`src/rtl/alu_pkg.sv`:
```
// Opcode codes and sequencer state encoding shared by the sequencer and the external ALU.
package alu_pkg;

   localparam int unsigned OP_W = 6;

   localparam logic [OP_W-1:0] OP_ADD = 6'b100000;
   localparam logic [OP_W-1:0] OP_SUB = 6'b100010;
   localparam logic [OP_W-1:0] OP_AND = 6'b100100;
   localparam logic [OP_W-1:0] OP_OR  = 6'b100101;
   localparam logic [OP_W-1:0] OP_XOR = 6'b100110;
   localparam logic [OP_W-1:0] OP_NOR = 6'b100111;
   localparam logic [OP_W-1:0] OP_SRA = 6'b000011;
   localparam logic [OP_W-1:0] OP_SRL = 6'b000010;

   typedef enum logic [2:0] {
      WAIT_A  = 3'd0,
      WAIT_B  = 3'd1,
      WAIT_OP = 3'd2,
      EXEC    = 3'd3,
      SEND    = 3'd4,
      WAIT_TX = 3'd5
   } seq_state_e;

   function automatic logic is_valid_op(input logic [OP_W-1:0] op);
      case (op)
         OP_ADD, OP_SUB, OP_AND, OP_OR, OP_XOR, OP_NOR, OP_SRA, OP_SRL: return 1'b1;
         default: return 1'b0;
      endcase
   endfunction

endpackage

```
`src/rtl/frame_timer.sv`:
```
// Inter-byte watchdog: counts enabled clocks since the last clear, flags when TIMEOUT is reached.
module frame_timer #(
   parameter int unsigned TIMEOUT = 1000000
) (
   input  logic i_clock,
   input  logic i_reset,
   input  logic i_clear,
   input  logic i_enable,
   output logic o_expired
);

   localparam int unsigned CW = $clog2(TIMEOUT + 1);

   logic [CW-1:0] r_count;

   assign o_expired = i_enable && (r_count == CW'(TIMEOUT));

   // Holds at TIMEOUT once reached; the next accepted byte clears it.
   always_ff @(posedge i_clock or posedge i_reset) begin
      if (i_reset) begin
         r_count <= '0;
      end else if (i_clear) begin
         r_count <= '0;
      end else if (i_enable && !o_expired) begin
         r_count <= r_count + CW'(1);
      end
   end

endmodule

```
`src/rtl/uart_alu_sequencer.sv`:
```
// Collects operand A, operand B and opcode bytes from a UART receiver, drives an external ALU
// and hands the result byte to the UART transmitter.
module uart_alu_sequencer
   import alu_pkg::*;
#(
   parameter int unsigned SIZ     = 8,
   parameter int unsigned NB_OP   = 6,
   parameter int unsigned TIMEOUT = 1000000
) (
   input  logic             i_clock,
   input  logic             i_reset,
   input  logic             i_rx_done,
   input  logic [SIZ-1:0]   i_rx_data,
   output logic [SIZ-1:0]   o_alu_a,
   output logic [SIZ-1:0]   o_alu_b,
   output logic [NB_OP-1:0] o_alu_op,
   input  logic [SIZ-1:0]   i_alu_result,
   output logic             o_tx_start,
   output logic [SIZ-1:0]   o_tx_data,
   input  logic             i_tx_done,
   output logic             o_busy,
   output logic             o_err,
   output logic             o_timeout,
   output logic             o_overrun
);

   seq_state_e r_state;
   seq_state_e w_state_next;

   logic [SIZ-1:0]   r_alu_a;
   logic [SIZ-1:0]   r_alu_b;
   logic [NB_OP-1:0] r_alu_op;
   logic [SIZ-1:0]   r_tx_data;
   logic             r_err;
   logic             r_timeout;
   logic             r_overrun;

   logic w_err_d;
   logic w_timeout_d;
   logic w_overrun_d;
   logic w_in_frame;
   logic w_timer_en;
   logic w_expired;
   logic w_op_ok;

   // Bits above the opcode field must be clear for the byte to count as an opcode.
   assign w_op_ok = ((i_rx_data >> NB_OP) == '0) && is_valid_op(OP_W'(i_rx_data[NB_OP-1:0]));

   assign w_in_frame = (r_state == WAIT_A) || (r_state == WAIT_B) || (r_state == WAIT_OP);
   assign w_timer_en = (r_state == WAIT_B) || (r_state == WAIT_OP);

   frame_timer #(
      .TIMEOUT (TIMEOUT)
   ) u_frame_timer (
      .i_clock   (i_clock),
      .i_reset   (i_reset),
      .i_clear   (i_rx_done && w_in_frame),
      .i_enable  (w_timer_en),
      .o_expired (w_expired)
   );

   always_comb begin
      w_state_next = r_state;
      w_err_d      = 1'b0;
      w_timeout_d  = 1'b0;
      w_overrun_d  = 1'b0;
      case (r_state)
         WAIT_A: begin
            if (i_rx_done) w_state_next = WAIT_B;
         end
         WAIT_B: begin
            if (i_rx_done) begin
               w_state_next = WAIT_OP;
            end else if (w_expired) begin
               w_state_next = WAIT_A;
               w_timeout_d  = 1'b1;
            end
         end
         WAIT_OP: begin
            if (i_rx_done) begin
               if (w_op_ok) begin
                  w_state_next = EXEC;
               end else begin
                  w_state_next = WAIT_A;
                  w_err_d      = 1'b1;
               end
            end else if (w_expired) begin
               w_state_next = WAIT_A;
               w_timeout_d  = 1'b1;
            end
         end
         EXEC: begin
            w_state_next = SEND;
            w_overrun_d  = i_rx_done;
         end
         SEND: begin
            w_state_next = WAIT_TX;
            w_overrun_d  = i_rx_done;
         end
         WAIT_TX: begin
            if (i_tx_done) w_state_next = WAIT_A;
            w_overrun_d = i_rx_done;
         end
         default: w_state_next = WAIT_A;
      endcase
   end

   always_ff @(posedge i_clock or posedge i_reset) begin
      if (i_reset) begin
         r_state <= WAIT_A;
      end else begin
         r_state <= w_state_next;
      end
   end

   always_ff @(posedge i_clock or posedge i_reset) begin
      if (i_reset) begin
         r_alu_a   <= '0;
         r_alu_b   <= '0;
         r_alu_op  <= '0;
         r_tx_data <= '0;
         r_err     <= 1'b0;
         r_timeout <= 1'b0;
         r_overrun <= 1'b0;
      end else begin
         r_err     <= w_err_d;
         r_timeout <= w_timeout_d;
         r_overrun <= w_overrun_d;
         if (i_rx_done && (r_state == WAIT_A)) r_alu_a <= i_rx_data;
         if (i_rx_done && (r_state == WAIT_B)) r_alu_b <= i_rx_data;
         if (i_rx_done && (r_state == WAIT_OP) && w_op_ok) r_alu_op <= i_rx_data[NB_OP-1:0];
         if (r_state == EXEC) r_tx_data <= i_alu_result;
      end
   end

   assign o_alu_a    = r_alu_a;
   assign o_alu_b    = r_alu_b;
   assign o_alu_op   = r_alu_op;
   assign o_tx_data  = r_tx_data;
   assign o_tx_start = (r_state == SEND);
   assign o_busy     = (r_state != WAIT_A);
   assign o_err      = r_err;
   assign o_timeout  = r_timeout;
   assign o_overrun  = r_overrun;

endmodule

```
`config.mk`:
```
export PLATFORM = sky130hd
export DESIGN_NAME = uart_alu_sequencer
export DESIGN_NICKNAME = d
export VERILOG_FILES = /design/src/rtl/alu_pkg.sv /design/src/rtl/frame_timer.sv /design/src/rtl/uart_alu_sequencer.sv
export SDC_FILE = /design/constraint.sdc
export NUM_CORES = 1
export LEC_CHECK = 0
export ABC_AREA = 1
export CAP_MARGIN = 15
export CORE_AREA = 2 2 81 83
export DETAILED_ROUTE_END_ITERATION = 16
export DIE_AREA = 0 0 83 85
export GPL_TIMING_DRIVEN = 1
export PLACE_DENSITY = 0.86
export SLEW_MARGIN = 20
export SYNTH_ARGS = -nofsm -noshare
export SYNTH_HDL_FRONTEND = slang
export SYNTH_SLANG_ARGS = --single-unit
export TNS_END_PERCENT = 100
```
`constraint.sdc`:
```
create_clock -name i_clock -period 1.8 [get_ports i_clock]
set_clock_uncertainty 0.2 [all_clocks]
set_input_delay 0.27 -clock i_clock [delete_from_list [all_inputs] [get_ports i_clock]]
set_output_delay 0.27 -clock i_clock [all_outputs]
set_load 0.02 [all_outputs]
```
After elaboration in Yosys (flattened, before gate mapping)
Index checks and enable logic that the tools add are counted.
{ "totals": {"input_bits": 20, "n_memories": 0, "latchBits": 0, "out_inout_bits": 35, "romBits": 0, "ff_bits": 56, "wordCells": 63, "ramBits": 0} }
{ "op_classes": {"shift": 0, "magnitude_cmp": 0, "bitwise": 0, "n_reduce_logical": 20, "addsub": 1, "n_mul": 0, "div_mod_pow": 0, "n_eq_ne": 16, "n_mux": 17} }
{ "ops": {"columns": ["operator", "count"], "rows": [
  ["20-bit two-way mux", 2],
  ["6-bit == test (second input constant)", 6],
  ["20-bit by 1-bit adder with 20-bit output (second input constant)", 1],
  ["20-bit == test (second input constant)", 1],
  ["3-bit one-hot mux with 6 select lines", 1],
  ["3-bit two-way mux", 5],
  ["6-bit by 2-bit == test with 1-bit output (second input constant)", 2],
  ["1-bit logical AND", 8],
  ["8-bit logical NOT", 1],
  ["1-bit two-way mux", 8],
  ["8-bit OR reduction", 1],
  ["3-bit by 2-bit == test with 1-bit output (second input constant)", 2],
  ["3-bit == test (second input constant)", 2],
  ["2-bit inequality test (second input constant)", 2],
  ["3-bit by 1-bit == test with 1-bit output (second input constant)", 1],
  ["3-bit logical NOT", 1],
  ["1-bit logical OR", 3],
  ["3-bit nonzero test", 1],
  ["3-bit OR reduction", 1],
  ["2-bit two-way mux", 1],
  ["2-bit AND reduction", 1],
  ["2-bit nonzero test", 1],
  ["2-bit OR reduction", 1],
  ["1-bit logical NOT", 1]
]} }

Logic depth before layout (Yosys ltp)
Gate-level depths: netlist of the first run.
{ "depth": {"ltp_word": 7, "depth_mapped": 11, "mapped_depth_nobuf": 11} }

By module
Synthesis of the first run repeated with hierarchy kept, for this count alone.
{ "hier_totals": {"cells_unflattened": 379, "area_unflattened_um2": 2925.3} }
{ "by_module_without_submodules": {"columns": ["module", "cells_per_inst", "seq_area_each_um2", "area_each_um2", "instances"], "rows": [
  ["uart_alu_sequencer", 167, 900.9, 1507.7, 1],
  ["frame_timer", 212, 500.5, 1417.6, 1]
]} }

Worst setup path after synthesis of the first run
OpenSTA, ideal clock, no wires.
{ "synth_path": {"path_type": "reg-to-reg", "startpoint": "register u_frame_timer.r_count[0]", "endpoint": "register u_frame_timer.r_count[11]", "arrival_time_ns": 1.357, "stages_incl_launch_ff": 11, "n_path_buf": 1, "setup_time_ns": 0.119, "slack_ns": 0.124, "period_less_slack_ns": 1.676, "required_ns": 1.481, "path_cell_list": "dfrtp_1 inv_1 ha_1 nand4_1 nor2_1 nand2_2 nand2_4 inv_2 buf_6 nand4_1 o21ai_2"} }
{ "synth_between": {"elab_chain_cells": 5, "elab_cells_between_ends": 8, "cone_classes": "add/sub (1); eq/ne (1); mux (2); reduce/logical (4)"} }
{ "synth_lines": {"columns": ["element", "line", "source"], "rows": [
  ["start, declared", "frame_timer.sv:14", "logic [CW-1:0] r_count;"],
  ["start signal, assigned", "frame_timer.sv:25", "r_count <= r_count + CW'(1);"],
  ["branches (longest 5 deep; another with 20-bit by 1-bit adder with 20-bit output)", null, null]
]} }
Several ways; the timed one is not identified. The select of a mux whose other input is x is not followed.
A chain may end at the register's enable or synchronous reset.

Final worst setup path of the first run
{ "layout_path": {"startpoint": "register u_frame_timer.r_count[0]", "endpoint": "register u_frame_timer.r_count[9]"} }
Same word-level chain as after synthesis.

==> summary.md, run 1 <==
| Metric | Value |
|---|---|
| Via count | 2803 |
| Crit path DAT | 1.88 ns |
| First drt pass iteration count | 5 |
| Flops & latches, synth | 56 |
| Syn_area_per_cell | 7.838 um^2 |
| Distinct cells, synth | 27 |
| CTS Buf Count | 5 |
| Commonest non-fill, non-tap cell in the layout | nand2_1 |
| Layout area overhead | 42.79% |
| Finished Core Util | 0.6548 |
| Syn Nets | 385 |
| Power per cell area | 1306 mW/mm^2 |
| Htree depth | 2 |
| Maximum VDD drop | 0.9255 mV |
| Most frequent cells in the layout | 110 x nand2_1, 56 x dfrtp_1, 32 x buf_4, 31 x inv_1, 28 x nor2_1 |
| Fmax | 549.1 MHz |
| CTS root buffer | clkbuf_8 |
| First-pass GRT wire length | 12140 um |
| Top Usage Layer GRT | met2 |
| Reg-to-reg slack, setup | -0.02 ns |
| Port Buf Inserts | 54 |
| Max_cap viols | 0 |
| Worst reg2reg endpoint | u_frame_timer.r_count[9] |
| Critical Path Sink Type | flip-flop |
| DIE HEIGHT | 85 um |
| Layout cells sized above 1 | 0.2121 |
| Synth Warn # | 0 |
| Max-slew headroom | 0.7069 |
| RSZ-0062 raised after global routing | true |
| Num rows | 29 |
| Minimum clock period | 1.821 ns |
| Cells after Synth | 363 |
| Top cell type's share of synthesized area | 0.4925 |
| Vias per cell | 5.200 |
| Design area | 0.004063 mm^2 |
| Post-Place Cell Area | 0.003757 mm^2 |
| Fin crit share | 1.012 |
| Pin count of the biggest net entering global routing | 24 |
| Initial Util | 0.4586 |
| Fin. Hold Viols | 0 |
| Worst Path Max Fanout | 8 |
| Cts hold-fix bufs | 0 |
| GP Congestion | 0.9517 |
| Post-Place Setup Slack | -0.09852 ns |
| Total GRT Usage | 0.2097 |
| Final Routed Wirelength | 7679 um |
| WHS | 0.07931 ns |
| Failing checks | negative setup slack |
| Area leader, netlist | dfrtp_1 |
| Ports | 55 |
| CTS tree | built |
| PnR worst setup slack | -0.02127 ns |
| Skew-Pair Late Insertion Delay | 0.32 ns |
| Grt met3 use | 0.06031 |
| Drt drc | 0 |
| CTS sink count | 56 |
| Die ar. | 0.007055 mm^2 |
| Vias in the first global route | 2758 |
| Fillers | 481 |
| WL per Instance | 14.25 um |
| Grt met1 use | 0.2377 |
| Core area | 0.006205 mm^2 |
| Clock buffer depth | 2 |
| Worst-path clk slew | 0.11 ns |
| Leakage | 0.002180 uW |
| Critical setup path kind | flip-flop to flip-flop |
| Post-Route Setup TNS | -0.1926 ns |
| Final net count | 483 |
| Total grt overflow | 0 |
| Met2 Use GR | 0.3724 |
| Hold WC Path Type | input pin to asynchronous set/reset pin |
| Largest cells by area after synthesis | dfrtp_1 49%, nand2_1 15%, o21ai_0 5.3%, inv_1 5.0%, nor2_1 4.1% |
| Required time of the critical path | 1.86 ns |
| Register area share after synthesis | 0.4925 |
| RR Startpoint | u_frame_timer.r_count[0] |
| Setup crit start | u_frame_timer.r_count[0] |
| Final setup violation count | 12 |
| Detailed Place HPWL | 5396 um |
| # diodes | 0 |
| Antenna violations before repair | 0 |
| Slew Limit Fails | 0 |
| Slew @ Worst Pin | 0.4363 ns |
| Status | complete, but fails checks |
| Startpoint types | flip-flop |
| Remaining antenna violation count | 0 |
| Initial DRC count | 219 |
| Cell Area, Synth | 0.002845 mm^2 |
| DIE WIDTH | 83 um |
| Reg2Reg Depth | 9 |
[synth_stat cells]
cell	number
nor3_4	1
nand3b_1	1
nand3_1	23
nor2_2	3
buf_6	2
nand4_2	1
nor2_1	31
o21ai_1	3
a31oi_1	1
nand2_4	2
inv_2	8
o21ai_0	30
inv_1	38
nand4_1	14
nor3_1	9
nand3_2	1
buf_2	1
xor2_1	4
clkbuf_1	3
o21ai_2	10
dfrtp_1	56
nor3_2	1
a21oi_1	3
ha_1	2
nand2_2	1
nand2_1	113
inv_4	1
[where the power goes]
group	switching [uW]	internal [uW]
clock network	451	281
registers	192	1600
logic	1580	1200
[through the flow]
stage	instances	total power (uW)
after floorplan	363	3125
after CTS	529	5103
final	539	5304
after global placement	521	4279
after detailed placement	521	4367
after global routing	539	5626
[repair_timing]
| action | in CTS | in global routing |
|---|---|---|
| gates cloned | 0 | 1 |
| resized for setup | 11 | 53 |
| buffers inserted | 0 | 9 |
| endpoints found under the setup margin | 8 | 49 |
| pin swaps | 1 | 8 |
[cell type report]
class                           count  area [um^2]  share of cell area
Multi-Input combinational cell    255         1303              0.3206
Clock buffer                        5        68.82             0.01694
Timing Repair Buffer               96        985.9              0.2427
Inverter                           47        185.2             0.04558
Clock inverter                      3        22.52            0.005544
Sequential cell                    56         1401              0.3449
Tap cell                           77        96.34             0.02371
[state kept, by name (all words and copies together), names as in the netlist]
signal and flops:
r_state 3, o_tx_data 8, o_alu_b 8, o_timeout 1, o_overrun 1, o_alu_a 8, o_alu_op 6, u_frame_timer.r_count 20
o_err 1
[how the worst max path moves through the flow]
| stage | end | slack [ns] | depth (start not counted) |
|---|---|---|---|
| after floorplan | u_frame_timer.r_count[11] | 0.12 | 10 |
| after global placement | o_alu_op[0] | -0.007 | 8 |
| after detailed placement | r_state[0] | -0.1 | 12 |
| after CTS | o_alu_b[2] | 0.001 | 1 |
| after global routing | u_frame_timer.r_count[9] | -0.14 | 9 |
| final | u_frame_timer.r_count[9] | -0.02 | 9 |
[routing by layer]
layer	vias up	part of all wire
met5	-	0
met4	0	0.026
met3	26	0.066
met2	106	0.52
met1	1302	0.38
li1	1369	-
[critical path, cell delays in order (launching register included)]
cell,delay [ns]
dfrtp_1,0.43
inv_2,0.08
ha_1,0.15
nand4_1,0.14
nor2_2,0.18
nand2_2,0.10
nand2_8,0.14
nand2_8,0.08
buf_12,0.15
o21ai_2,0.10
[cell families after synthesis]
| logic type | synth area share |
|---|---|
| XOR/XNOR | 0.01231 |
| AND/OR/NAND/NOR | 0.3135 |
| flip-flops | 0.4925 |
| buffers and inverters | 0.07652 |
| AO/OA/AOI/OAI | 0.09630 |
| adder cells (fa/ha/maj) | 0.008794 |
Note: power is estimated with default switching activity, not from simulation.
==> inputs of run 2 (changes only) <==
- SKIP_CTS_REPAIR_TIMING: default -> 1
==> run 2 against run 1 <==
Compared with the run above:
- the run still ends with negative setup slack left
- combinational power increased by 1%
- clock power barely moved
- power grew 0.82%
- sequential power about the same
- core utilization increased by 1.1 points
- sequential share of layout area is 0.58 points lower
- global-route usage about the same
- cell area grew 1.7%
- first-iteration DRC count increased by 14%
- critical endpoint is now u_frame_timer.r_count[18]
- largest power group unchanged
- highest routed layer unchanged
==> summary.md, run 2 (same netlist as run 1, synthesis figures left out) <==
| Metric | Value |
|---|---|
| Critical setup path kind | flip-flop to flip-flop |
| Drt drc | 0 (unchanged) |
| Critical-path cell list | inv_2 > nand2_1 > nor2_1 > nand2_1 > nor2_4 > nand2_4 > nand2_8 > nand2_8 > buf_4 > o21ai_1 |
| Total grt overflow | 0 (unchanged) |
| Layout area overhead | 45.25% |
| Fin crit share | 1.021 (+0.008765) |
| Slew Limit Fails | 0 (unchanged) |
| Clock buffer depth | 2 (unchanged) |
| Initial DRC count | 250 (+14%) |
| Ports | 55 (unchanged) |
| Status | complete, but fails checks |
| Hold WC Path Type | input pin to asynchronous set/reset pin |
| Crit path max-delay family | simple AND/OR/NAND/NOR gates |
| Total GRT Usage | 0.2101 (+0.0004177) |
| Startpoint types | flip-flop |
| Pin count of the biggest net entering global routing | 24 (unchanged) |
| Design area | 0.004133 mm^2 (+1.7%) |
| Max_cap viols | 0 (unchanged) |
| First-pass GRT wire length | 12120 um (-0.17%) |
| PnR worst setup slack | -0.03704 ns (-0.01578 ns) |
| Fin. Hold Viols | 0 (unchanged) |
| CTS sink count | 56 (unchanged) |
| Max-slew headroom | 0.7481 (+0.04119) |
| Leakage | 0.002234 uW (+2.5%) |
| Core area | 0.006205 mm^2 (unchanged) |
| Commonest non-fill, non-tap cell in the layout | nand2_1 |
| Die ar. | 0.007055 mm^2 (unchanged) |
| Final net count | 489 (+1.2%) |
| Slew @ Worst Pin | 0.3749 ns (-0.06132 ns) |
| CTS Buf Count | 5 (unchanged) |
| Most flops, register | u_frame_timer.r_count |
| Remaining antenna violation count | 0 (unchanged) |
| Most frequent cells in the layout | 109 x nand2_1, 56 x dfrtp_1, 40 x buf_4, 31 x inv_1 |
| Antenna violations before repair | 0 (unchanged) |
| Port Buf Inserts | 54 (unchanged) |
| GP Congestion | 0.9517 (unchanged) |
| Final Routed Wirelength | 7924 um (+3.2%) |
| Power per cell area | 1294 mW/mm^2 (-0.89%) |
| Layout cells sized above 1 | 0.2244 (+0.01224) |
| Vias per cell | 5.229 (+0.56%) |
| Skew-Pair Late Insertion Delay | 0.32 ns (about the same) |
| # diodes | 0 (unchanged) |
| Worst Path Max Fanout | 8 (unchanged) |
| Fillers | 471 (-2.1%) |
| WL per Instance | 14.54 um (+2.1%) |
| Num rows | 29 (unchanged) |
| Worst path buffer plus inverter count | 2 (unchanged) |
| Detailed Place HPWL | 5396 um (unchanged) |
| DIE HEIGHT | 85 um (unchanged) |
| Largest register FFs | 20 (unchanged) |
| Critical Path Sink Type | flip-flop |
| Vias in the first global route | 2735 (-0.83%) |
| DIE WIDTH | 83 um (unchanged) |
| Post-Route Setup TNS | -0.05423 ns (+0.1384 ns) |
| CTS tree | built |
| Worst-path clk slew | 0.11 ns (about the same) |
| Htree depth | 2 (unchanged) |
| Post-Place Cell Area | 0.003757 mm^2 (unchanged) |
| Via count | 2850 (+1.7%) |
| Fmax | 544.4 MHz (-0.86%) |
| Final setup violation count | 4 (-8) |
| First drt pass iteration count | 5 (unchanged) |
| Initial Util | 0.4586 (unchanged) |
| Failing checks | negative setup slack |
| CTS root buffer | clkbuf_8 |
| Minimum clock period | 1.837 ns (+0.01578 ns) |
| Worst path slowest cell | dfrtp_1 |
| Worst stage delay on the critical path | 0.44 ns (about the same) |
| Maximum VDD drop | 0.8958 mV (-3.2%) |
| Crit path DAT | 1.88 ns (about the same) |
| RSZ-0062 raised after global routing | true |
| Required time of the critical path | 1.84 ns (-0.02 ns) |
## run 2: routing by layer
metal | up-vias | routed length (um) | global-route usage
met2 | 111 | 4192 | 0.3732
met5 | - | 0 | 0
li1 | 1377 | - | -
met4 | 0 | 213 | 0.08346
met1 | 1341 | 2964 | 0.2396
met3 | 21 | 555 | 0.06031
## run 2: path summary, 6_finish.rpt
kind	endpoint	slack (ns)	depth (start not counted)	startpoint
max	u_frame_timer.r_count[18]	-0.04	10	u_frame_timer.r_count[11]
max in group asynchronous	u_frame_timer.r_count[1]	0.90	3	i_reset
min	u_frame_timer.r_count[10]	0.07	2	i_reset
min reg2reg	o_tx_data[7]	0.28	2	o_tx_data[7]
max reg2reg	u_frame_timer.r_count[18]	-0.04	10	u_frame_timer.r_count[11]
min in group i_clock	o_tx_data[7]	0.27	3	i_alu_result[7]
## run 2: area by class of cell
type	instances	area, um^2	share of cell area
clock inverter	3	22.52	0.005450
multi-input combinational	255	1321	0.3197
clock buffer	5	68.82	0.01665
timing repair buffer	102	1035	0.2504
sequential	56	1401	0.3391
tap	77	96.34	0.02331
inverter	47	187.7	0.04541
## run 2: power breakdown
| group | switching [uW] | internal [uW] | leakage [uW] |
|---|---|---|---|
| clock | 451 | 281 | 0.0000485 |
| combinational | 1590 | 1220 | 0.00146 |
| sequential | 195 | 1610 | 0.000729 |
## run 2: through the flow
stage          worst slack (ns)  utilization  total power, uW  hold WS (ns)  instances
6_report               -0.03704       0.6661             5347       0.07091        545
5_1_grt                 -0.1528       0.6661             5668        0.1009        545
4_1_cts                 -0.4120       0.6203             5095       0.09737        529
3_5_place_dp           -0.09852       0.6056             4367        0.2621        521
3_3_place_gp          -0.006918       0.6056             4279        0.2550        521
2_1_floorplan            0.1241            -             3125        0.1505        363
